$ cat config.mk
export PLATFORM = sky130hd
export DESIGN_NAME = sbox_layer_seq
export DESIGN_NICKNAME = d
export VERILOG_FILES = /design/src/rtl/ublock_ti_pkg.sv /design/src/rtl/guard_lfsr.sv /design/src/rtl/sbox_layer_seq.sv
export SDC_FILE = /design/constraint.sdc
export NUM_CORES = 1
export LEC_CHECK = 0
export ABC_CLOCK_PERIOD_IN_PS = 4230
export BUFFER_PORTS_ARGS = -buffer_cell sky130_fd_sc_hd__clkbuf_2
export CELL_PAD_IN_SITES_DETAIL_PLACEMENT = 1
export CELL_PAD_IN_SITES_GLOBAL_PLACEMENT = 1
export CORE_ASPECT_RATIO = 0.7
export CORE_MARGIN = 10
export CORE_UTILIZATION = 40
export DETAILED_ROUTE_END_ITERATION = 10
export GPL_TIMING_DRIVEN = 0
export PLACE_DENSITY_LB_ADDON = 0.1
export SYNTH_ARGS = -nofsm -noshare
export SYNTH_HDL_FRONTEND = slang
export SYNTH_SLANG_ARGS = --single-unit
$ cat constraint.sdc
create_clock -name clk -period 4.23 [get_ports clk]
set_input_delay 0.423 -clock clk [delete_from_list [all_inputs] [get_ports clk]]
set_output_delay 0.423 -clock clk [all_outputs]
set_load 0.01 [all_outputs]
$ cat src/rtl/ublock_ti_pkg.sv
// Shared constants and types for the two-share uBlock-128 S-box layer.
package ublock_ti_pkg;

  // Nibbles in a 128-bit state.
  localparam int NIBBLES = 32;

  // Fibonacci feedback taps for x^16+x^14+x^13+x^11+1 with a right shift:
  // the new MSB is q[0]^q[2]^q[3]^q[5].
  localparam logic [15:0] LFSR_TAPS = 16'h002D;

  // Guard LFSR reset value and substitute for an all-zero seed.
  localparam logic [15:0] LFSR_SEED = 16'hACE1;

  // Sequencer state encoding.
  typedef logic [1:0] seq_state_t;
  localparam seq_state_t ST_IDLE  = 2'd0;
  localparam seq_state_t ST_FEED  = 2'd1;
  localparam seq_state_t ST_DRAIN = 2'd2;
  localparam seq_state_t ST_DONE  = 2'd3;

  // uBlock 4-bit S-box; entry i sits at bits [4i+3:4i].
  localparam logic [63:0] UBLOCK_SBOX = 64'h5230_61EF_8DAB_C947;

  // One step of the guard LFSR.
  function automatic logic [15:0] lfsr_next(input logic [15:0] q);
    return {^(q & LFSR_TAPS), q[15:1]};
  endfunction

endpackage

$ cat src/rtl/guard_lfsr.sv
// 16-bit Fibonacci LFSR supplying guard randomness to the shared S-box.
// A zero seed is replaced by SEED so the register can never lock at zero.
module guard_lfsr #(
  parameter logic [15:0] SEED = 16'hACE1
) (
  input  logic        clk,
  input  logic        rstn,
  input  logic        en,
  input  logic        load,
  input  logic [15:0] seed,
  output logic [15:0] q
);
  import ublock_ti_pkg::*;

  logic [15:0] lfsr_q;
  logic [15:0] lfsr_d;

  // Next value: seed load has priority, otherwise advance when enabled.
  always_comb begin
    lfsr_d = lfsr_q;
    if (load) begin
      if (seed == 16'h0000) begin
        lfsr_d = SEED;
      end else begin
        lfsr_d = seed;
      end
    end else if (en) begin
      lfsr_d = lfsr_next(lfsr_q);
    end else begin
      lfsr_d = lfsr_q;
    end
  end

  // LFSR state register, reset to SEED.
  always_ff @(posedge clk or negedge rstn) begin
    if (!rstn) begin
      lfsr_q <= SEED;
    end else begin
      lfsr_q <= lfsr_d;
    end
  end

  assign q = lfsr_q;

endmodule

$ cat src/rtl/sbox_layer_seq.sv
// Serial driver/collector for the two-share threshold S-box layer of
// uBlock-128. Streams one nibble pair per cycle to an external shared
// S-box and reassembles its output shares. Shares are never combined here.
module sbox_layer_seq #(
  parameter int          NIBBLES   = 32,
  parameter int          SBOX_LAT  = 2,
  parameter logic [15:0] LFSR_SEED = 16'hACE1
) (
  input  logic                   clk,
  input  logic                   rstn,
  input  logic                   start,
  input  logic [4*NIBBLES-1:0]   state0_in,
  input  logic [4*NIBBLES-1:0]   state1_in,
  input  logic                   seed_valid,
  input  logic [15:0]            seed,
  output logic [3:0]             sb_in0,
  output logic [3:0]             sb_in1,
  output logic [1:0]             guards,
  input  logic [3:0]             sb_out0,
  input  logic [3:0]             sb_out1,
  output logic                   busy,
  output logic                   done,
  output logic [4*NIBBLES-1:0]   state0_out,
  output logic [4*NIBBLES-1:0]   state1_out
);
  import ublock_ti_pkg::*;

  localparam int W     = 4 * NIBBLES;
  localparam int CNT_W = $clog2(NIBBLES + 1);

  seq_state_t          state_q, state_d;
  logic [W-1:0]        sh0_q, sh0_d;
  logic [W-1:0]        sh1_q, sh1_d;
  logic [W-1:0]        res0_q, res0_d;
  logic [W-1:0]        res1_q, res1_d;
  logic [CNT_W-1:0]    iss_cnt_q, iss_cnt_d;
  logic [CNT_W-1:0]    cap_cnt_q, cap_cnt_d;
  logic [SBOX_LAT-1:0] vld_q, vld_d;

  logic        idle_s;
  logic        feed_s;
  logic        cap_s;
  logic [15:0] lfsr_s;
  logic [13:0] lfsr_unused_s;

  assign idle_s = (state_q == ST_IDLE);
  assign feed_s = (state_q == ST_FEED);
  // A nibble pair returns exactly SBOX_LAT cycles after it was issued.
  assign cap_s  = vld_q[SBOX_LAT-1];

  // Upper LFSR bits only feed the recurrence, never the S-box.
  assign lfsr_unused_s = lfsr_s[15:2];

  guard_lfsr #(
    .SEED (LFSR_SEED)
  ) u_guard_lfsr (
    .clk  (clk),
    .rstn (rstn),
    .en   (feed_s),
    .load (idle_s & seed_valid),
    .seed (seed),
    .q    (lfsr_s)
  );

  // Sequencer: state transitions, input shift registers and issue counter.
  always_comb begin
    state_d   = state_q;
    sh0_d     = sh0_q;
    sh1_d     = sh1_q;
    iss_cnt_d = iss_cnt_q;
    case (state_q)
      ST_IDLE: begin
        if (start) begin
          state_d   = ST_FEED;
          sh0_d     = state0_in;
          sh1_d     = state1_in;
          iss_cnt_d = {CNT_W{1'b0}};
        end else begin
          state_d = ST_IDLE;
        end
      end
      ST_FEED: begin
        sh0_d     = {4'b0000, sh0_q[W-1:4]};
        sh1_d     = {4'b0000, sh1_q[W-1:4]};
        iss_cnt_d = iss_cnt_q + CNT_W'(1);
        if (iss_cnt_q == CNT_W'(NIBBLES - 1)) begin
          state_d = ST_DRAIN;
        end else begin
          state_d = ST_FEED;
        end
      end
      ST_DRAIN: begin
        // Leave on the edge of the last capture so done lines up with it.
        if (cap_cnt_d == CNT_W'(NIBBLES)) begin
          state_d = ST_DONE;
        end else begin
          state_d = ST_DRAIN;
        end
      end
      ST_DONE: begin
        state_d = ST_IDLE;
      end
      default: begin
        state_d = ST_IDLE;
      end
    endcase
  end

  // Valid delay line tracking issued nibbles through the S-box pipeline.
  always_comb begin
    vld_d    = {SBOX_LAT{1'b0}};
    vld_d[0] = feed_s;
    for (int i = 1; i < SBOX_LAT; i++) begin
      vld_d[i] = vld_q[i-1];
    end
  end

  // Capture path: shift S-box outputs in from the top and count them.
  always_comb begin
    res0_d    = res0_q;
    res1_d    = res1_q;
    cap_cnt_d = cap_cnt_q;
    if (idle_s && start) begin
      cap_cnt_d = {CNT_W{1'b0}};
    end else if (cap_s) begin
      res0_d    = {sb_out0, res0_q[W-1:4]};
      res1_d    = {sb_out1, res1_q[W-1:4]};
      cap_cnt_d = cap_cnt_q + CNT_W'(1);
    end else begin
      cap_cnt_d = cap_cnt_q;
    end
  end

  // State, datapath and counter registers.
  always_ff @(posedge clk or negedge rstn) begin
    if (!rstn) begin
      state_q   <= ST_IDLE;
      sh0_q     <= {W{1'b0}};
      sh1_q     <= {W{1'b0}};
      res0_q    <= {W{1'b0}};
      res1_q    <= {W{1'b0}};
      iss_cnt_q <= {CNT_W{1'b0}};
      cap_cnt_q <= {CNT_W{1'b0}};
      vld_q     <= {SBOX_LAT{1'b0}};
    end else begin
      state_q   <= state_d;
      sh0_q     <= sh0_d;
      sh1_q     <= sh1_d;
      res0_q    <= res0_d;
      res1_q    <= res1_d;
      iss_cnt_q <= iss_cnt_d;
      cap_cnt_q <= cap_cnt_d;
      vld_q     <= vld_d;
    end
  end

  // S-box inputs and guards are forced to zero outside FEED.
  assign sb_in0     = feed_s ? sh0_q[3:0] : 4'b0000;
  assign sb_in1     = feed_s ? sh1_q[3:0] : 4'b0000;
  assign guards     = feed_s ? lfsr_s[1:0] : 2'b00;
  assign busy       = feed_s || (state_q == ST_DRAIN);
  assign done       = (state_q == ST_DONE);
  assign state0_out = res0_q;
  assign state1_out = res1_q;

endmodule

==> impl_metrics.py, run 1 <==
metrics = {
    "run_status": {
        "status": "finished clean",
    },
    "routing": {
        "post_drt_wl_per_cell_um": 22.20,
        "routed_wl_um": 71560,
        "drcViolationCount": 0,
        "antenna_left": 0,
        "viasPerCell": 5.064,
        "vias": 16320,
        "drt_iter0_drc": 735,
        "drtPass1Iterations": 4,
    },
    "yosys": {
        "syn_nets": 2101,
        "synthTopCellsByArea": "dfrtp_1 59%, mux2i_1 12%, mux2_2 11%",
        "post_synth_instance_area_um2": 22910,
        "yosys.cell_count.top_type": "dfrtp_1",
        "ys.flop_type": "dfrtp_1",
        "avgSynthCellArea_um2": 12.66,
        "postSynth.asyncResetShare_pct": 100.0,
        "yosysTopAreaCell": "dfrtp_1",
        "synth_edf_count": 0,
        "synthTopCellsByCount": "536 x dfrtp_1, 264 x mux2i_1, 259 x nand2_1",
        "synth-seq-cells": 544,
        "yosys_warnings": 0,
        "yosysSeqAreaShare_pct": 59.47,
        "ys_types": 39,
        "synth.top_cell.area_share_pct": 58.56,
        "synthCells": 1810,
    },
    "timing": {
        "hold_ws_ps": 36.63,
        "worst_pin_slew_ps": 870.2,
        "tns_ps": 0,
        "finalHoldViolCount": 0,
        "fin_crit_sh_pct": 83.17,
        "timing.fmax_mhz": 284.2,
        "rsz0062_at_grt": "no",
        "layout_min_cycle_time_ps": 3518,
        "skew_ps": 17.19,
        "worst_slack_ps": 711.8,
        "slew_headroom_pct": 41.99,
        "setup_violations": 0,
        "drv_slew": 0,
    },
    "floorplan": {
        "die_area_um2": 67390,
        "core_area_um2": 56720,
        "die_w_um": 306.0,
        "io_pins": 552,
        "die_h_um": 220.2,
        "initial_core_util_pct": 40.38,
        "core.rowCount": 73,
    },
    "final_layout": {
        "drive_gt1_share_pct": 39.01,
        "finish.instance_area_um2": 28480,
        "fin_util_pct": 50.22,
        "fill_cells": 6106,
        "fin_nets": 2715,
        "stdcell_count": 3223,
        "area_growth_pct": 24.36,
    },
    "clocking": {
        "postCtsSetupBuffers": 0,
        "htreeDepth": 2,
        "cts_inserted_buffers": 55,
        "clock_path_buffers": 3,
        "cts-root-buf": "clkbuf_16",
        "holdBufCountCts": 1,
        "cts_tree": "built",
        "clkLatencyLatePin_ps": 600,
        "clkTransAtPathRegs_ps": 70,
        "cts_resized": 0,
        "cts.sinks": 544,
    },
    "place": {
        "hpwl_um": 54640,
        "io_buffer_count": 551,
        "gp_congestion": 0.7949,
        "placed_cells": 3116,
        "dp_slack_ps": 1318,
        "place_area_um2": 26750,
    },
    "pwr": {
        "p_int_mw": 8.275,
        "seqPwrFrac_pct": 50.2,
        "combPwrFrac_pct": 6.4,
        "p_per_area_nw_per_um2": 379.8,
        "p_total_mw": 10.82,
        "p_switching_mw": 2.543,
        "clkPwrFrac_pct": 43.4,
        "p_leak_nw": 12.86,
        "swShare_pct": 23.51,
        "ir_drop_mv": 0.3016,
    },
    "critical_path": {
        "worstPathMaxFanout": 10,
        "cp_data_required_time_ps": 3810,
        "cp-start-kind": "flop",
        "crit_path_end_kind": "output port",
        "arrival_ps": 3100,
        "reg2reg_slack_ps": 1410,
        "critPathKind": "reg2out",
        "reg2reg_depth": 6,
        "r2r_end": "sh0_q[1]$_DFFE_PN0P_",
    },
    "grt": {
        "grt_pass1_wl_um": 108800,
        "grt_max_degree": 111,
        "grt_use_total_pct": 20.66,
        "grt_antenna_before_repair": 21,
        "gr-total-overflow": 0,
        "grt_pass1_vias": 18060,
    },
    "min_path": {
        "hold_depth": 2,
        "hold_path_end": "sh0_q[126]$_DFFE_PN0P_",
        "worstHoldStart": "state0_in[126]",
        "min_path_type": "in2reg",
    },
    "run": {
        "drv_cap": 0,
    },
}
==> registers in the layout, indices dropped and copies added, names as in the netlist, named ones only <==
register and flops:
u_guard_lfsr.q 16, state1_out 128, state_q 1, sh1_q 128, state0_out 128, sh0_q 128, vld_q 2, iss_cnt_q 6
cap_cnt_q 6
==> power groups by stage <==
stage	registers (mW)	clock network [mW]	logic, mW
finish	5.43	4.70	0.688
global route	5.45	5.07	0.755
CTS	5.43	4.83	0.711
detailed placement	5.53	0	0.705
global placement	5.52	0	0.673
floorplan	5.56	0	0.164
==> worst max-delay path: stages, from the launching register on <==
cell	delay, ps
dfrtp_1	410
inv_1	140
ha_1	180
buf_2	130
buf_2	320
buf_2	340
clkbuf_1	520
and2_1	210
clkbuf_2	230
==> layout make-up <==
type	count	area (um2)	area share (%)
inverter	3	11.26	0.03953
multi-input combinational	1141	8481	29.77
sequential	544	13620	47.83
tap	750	938.4	3.294
timing repair buffer	557	2914	10.23
buffer	122	790.8	2.776
antenna	12	30.03	0.1054
clock buffer	77	1569	5.508
clock inverter	17	127.6	0.4480
==> cells by family after synthesis <==
family | share of synthesized area, %
flip-flops | 59.47
multiplexers | 24.23
AND/OR/NAND/NOR | 5.506
AO/OA/AOI/OAI | 6.560
buffers and inverters | 3.501
XOR/XNOR | 0.3441
adder cells (fa/ha/maj) | 0.3823
==> layout by cell type (no fill, tap or decap), types with 18 or more instances in the layout <==
| cell | netlist | layout |
|---|---|---|
| mux2_2 | 230 | 230 |
| nor2_1 | 23 | 23 |
| clkbuf_1 | 42 | 53 |
| mux2_1 | 27 | 27 |
| a21oi_1 | 18 | 18 |
| buf_2 | 26 | 26 |
| dfrtp_1 | 536 | 536 |
| o21ai_1 | 59 | 59 |
| buf_6 | 26 | 26 |
| o21ai_0 | 193 | 193 |
| clkbuf_2 | 0 | 550 |
| clkbuf_16 | 0 | 55 |
| nand2_1 | 259 | 259 |
| buf_4 | 28 | 28 |
| mux2i_1 | 264 | 264 |
==> worst max-delay path by stage <==
stage,to,slack [ps],cells after the start
after detailed placement,sb_in0[3],1320,8
after CTS,sb_in0[3],640,8
after global routing,sb_in0[3],440,8
after global placement,state1_out[73]$_DFFE_PN0P_,-10000,1
final,sb_in0[1],710,8
after floorplan,guards[0],2270,7
==> per-layer routing <==
metal | vias up | global-route usage [%] | routed length (um)
met1 | 8317 | 25.66 | 29990
met4 | 26 | 5.301 | 1562
met3 | 106 | 5.548 | 4226
met5 | - | 0 | 163
li1 | 7546 | - | -
met2 | 327 | 35.56 | 35620
(Power assumes the default switching activity.)
==> run 2, diff against run 1 <==
- ABC_AREA: unset -> 1
- ABC_CLOCK_PERIOD_IN_PS: 4230 -> 2900
- CORE_UTILIZATION: 40 -> 36
- clock period: 4.23 -> 2.9 ns (I/O delays scaled with it)
==> impl_metrics.py, run 2 <==
metrics = {
    "yosys": {
        "synth_edf_count": 0,
        "ys_types": 27,
        "yosysTopAreaCell": "dfrtp_1",
        "yosys_warnings": 0,
        "synth.top_cell.area_share_pct": 59.65,
        "post_synth_instance_area_um2": 22480,
        "syn_nets": 2838,
        "synthTopCellsByCount": "671 x nand2_1, 536 x dfrtp_1, 405 x nor2_1",
        "postSynth.asyncResetShare_pct": 100.0,
        "yosysSeqAreaShare_pct": 60.59,
        "ys.flop_type": "dfrtp_1",
        "synthTopCellsByArea": "dfrtp_1 60%, nand2_1 11%, a31oi_1 7.0%",
        "synthCells": 2547,
        "synth-seq-cells": 544,
        "yosys.cell_count.top_type": "nand2_1",
        "avgSynthCellArea_um2": 8.828,
    },
    "grt": {
        "grt_pass1_vias": 24180,
        "grt_use_total_pct": 24.27,
        "use_met3_pct": 4.836,
        "gr-total-overflow": 0,
        "grt-busiest-layer": "met2",
        "met2_usage_pct": 42.08,
        "grt_antenna_before_repair": 23,
        "grt_pass1_wl_um": 141500,
        "grt_max_degree": 112,
        "grt_util_met1_pct": 29.58,
    },
    "timing": {
        "timing.fmax_mhz": 378.1,
        "finalHoldViolCount": 0,
        "hold_ws_ps": 38.62,
        "setup_violations": 0,
        "fin_crit_sh_pct": 91.20,
        "tns_ps": 0,
        "drv_slew": 0,
        "skew_ps": 35.20,
        "rsz0062_at_grt": "no",
        "slew_headroom_pct": 37.50,
        "layout_min_cycle_time_ps": 2645,
        "worst_pin_slew_ps": 937.5,
    },
    "floorplan": {
        "initial_core_util_pct": 36.43,
        "io_pins": 552,
        "die_w_um": 318.7,
        "die_area_um2": 73010,
        "core_area_um2": 61710,
        "die_h_um": 229.1,
        "core.rowCount": 76,
    },
    "final_layout": {
        "finish.instance_area_um2": 31160,
        "drive_gt1_share_pct": 22.15,
        "final_common_cell": "nand2_1",
        "fill_cells": 7390,
        "mostFrequentLayoutCells": "671 x nand2_1, 551 x clkbuf_2, 536 x dfrtp_1",
        "fin_util_pct": 50.49,
        "fin_nets": 3732,
        "area_growth_pct": 38.60,
    },
    "critical_path": {
        "arrival_ps": 2350,
        "worstPathMaxFanout": 19,
        "critical_path_depth": 7,
        "cp_data_required_time_ps": 2610,
        "reg2reg_depth": 7,
        "cpMostUsedCell": "inv_1",
        "path_cells": "inv_1 -> ha_1 -> buf_2 -> clkbuf_4 -> nand2_1 -> inv_1 -> clkbuf_2",
        "crit_path_end_kind": "output port",
        "cpPeakStageDelay_ps": 410,
        "cpLargestDelayFamily": "buffers and inverters",
        "cp-start-kind": "flop",
        "critPathKind": "reg2out",
        "crit_buf_inv": 5,
        "cpMaxStageDelayCell": "dfrtp_1",
        "r2r_end": "sh1_q[84]$_DFFE_PN0P_",
        "reg2reg_slack_ps": 360,
        "crit_path_end": "sb_in0[1]",
    },
    "routing": {
        "post_drt_wl_per_cell_um": 21.13,
        "routed_wl_um": 91340,
        "antenna_left": 0,
        "drtPass1Iterations": 5,
        "viasPerCell": 5.061,
        "vias": 21870,
        "drt_iter0_drc": 1457,
        "drcViolationCount": 0,
    },
    "clocking": {
        "cts_tree": "built",
        "cts_inserted_buffers": 56,
        "htreeDepth": 2,
        "clkLatencyLatePin_ps": 630,
        "cts-root-buf": "clkbuf_16",
        "postCtsSetupBuffers": 0,
        "cts.sinks": 544,
        "clock_path_buffers": 3,
        "clkTransAtPathRegs_ps": 60,
    },
    "run": {
        "drv_cap": 0,
    },
    "pwr": {
        "ir_drop_mv": 0.5543,
        "p_leak_nw": 15.34,
        "p_total_mw": 39.19,
        "p_per_area_nw_per_um2": 1257,
    },
    "min_path": {
        "worstHoldStart": "sb_out0[0]",
        "min_path_type": "in2reg",
        "hold_depth": 3,
    },
    "place": {
        "hpwl_um": 62930,
        "gp_congestion": 0.8411,
        "place_area_um2": 26410,
        "io_buffer_count": 551,
    },
    "run_status": {
        "status": "finished clean",
    },
}
-- run 2: tightest hold or removal path, cell delays in order --
cell,delay (ps)
clkbuf_2,130
nor2_1,130
a21oi_1,60
-- run 2: power breakdown --
part,internal (mW),leakage [nW],switching [mW]
Combinational,5.96,8.17,11.4
Sequential,11.7,6.24,2.66
Clock,4.33,0.936,3.17
Total,22.0,15.3,17.2
-- run 2: worst min path at each step --
| stage | endpoint |
|---|---|
| floorplan | asynchronous set/reset pin |
| global placement | vld_q[1]$_DFF_PN0_ |
| detailed placement | vld_q[1]$_DFF_PN0_ |
| CTS | state0_out[124]$_DFFE_PN0P_ |
| global route | state0_out[124]$_DFFE_PN0P_ |
| finish | state0_out[124]$_DFFE_PN0P_ |
-- run 2: per-stage QoR --
| stage | setup slack (ps) | instances |
|---|---|---|
| detailed placement | 68.55 | 3922 |
| global route | 124.4 | 4317 |
| global placement | -11330 | 3917 |
| floorplan | 1117 | 2547 |
| CTS | 39.85 | 4304 |
| finish | 255.1 | 4322 |
-- run 2: kinds of logic (layout without fill, tap and decap cells) --
group	count (synthesis)	in the layout	synth area share (%)
other	0	18	0
AO/OA/AOI/OAI	553	553	13.97
XOR/XNOR	3	3	0.1169
flip-flops	544	544	60.59
AND/OR/NAND/NOR	1097	1097	18.45
buffers and inverters	339	1277	6.283
adder cells (fa/ha/maj)	7	7	0.3895
multiplexers	4	4	0.2003
-- run 2: cell type report --
type | instances | area [um2] | share of cell area, %
diodes | 18 | 45.04 | 0.1445
plain buffers | 174 | 798.3 | 2.562
clock buffers | 87 | 1720 | 5.521
clock inverters | 15 | 170.2 | 0.5461
inverters | 164 | 615.6 | 1.975
multi-input cells | 1664 | 7448 | 23.90
flip-flops and latches | 544 | 13620 | 43.72
well taps | 819 | 1025 | 3.288
repair buffers | 837 | 5717 | 18.34
-- run 2: routing by layer --
| metal | wire length, um | share of wire (%) | vias up |
|---|---|---|---|
| li1 | - | - | 10080 |
| met1 | 38100 | 42 | 10990 |
| met2 | 45200 | 49 | 575 |
| met3 | 4430 | 4.9 | 211 |
| met4 | 3485 | 3.8 | 20 |
| met5 | 121 | 0.13 | - |
-- run 2: what timing repair did --
| action | 4_1_cts | 5_1_grt |
|---|---|---|
| endpoints found under the setup margin | 9 | 21 |
| resized for setup | 1 | 5 |
| endpoints found under the hold margin | 389 | 0 |
| hold buffers | 281 | 0 |
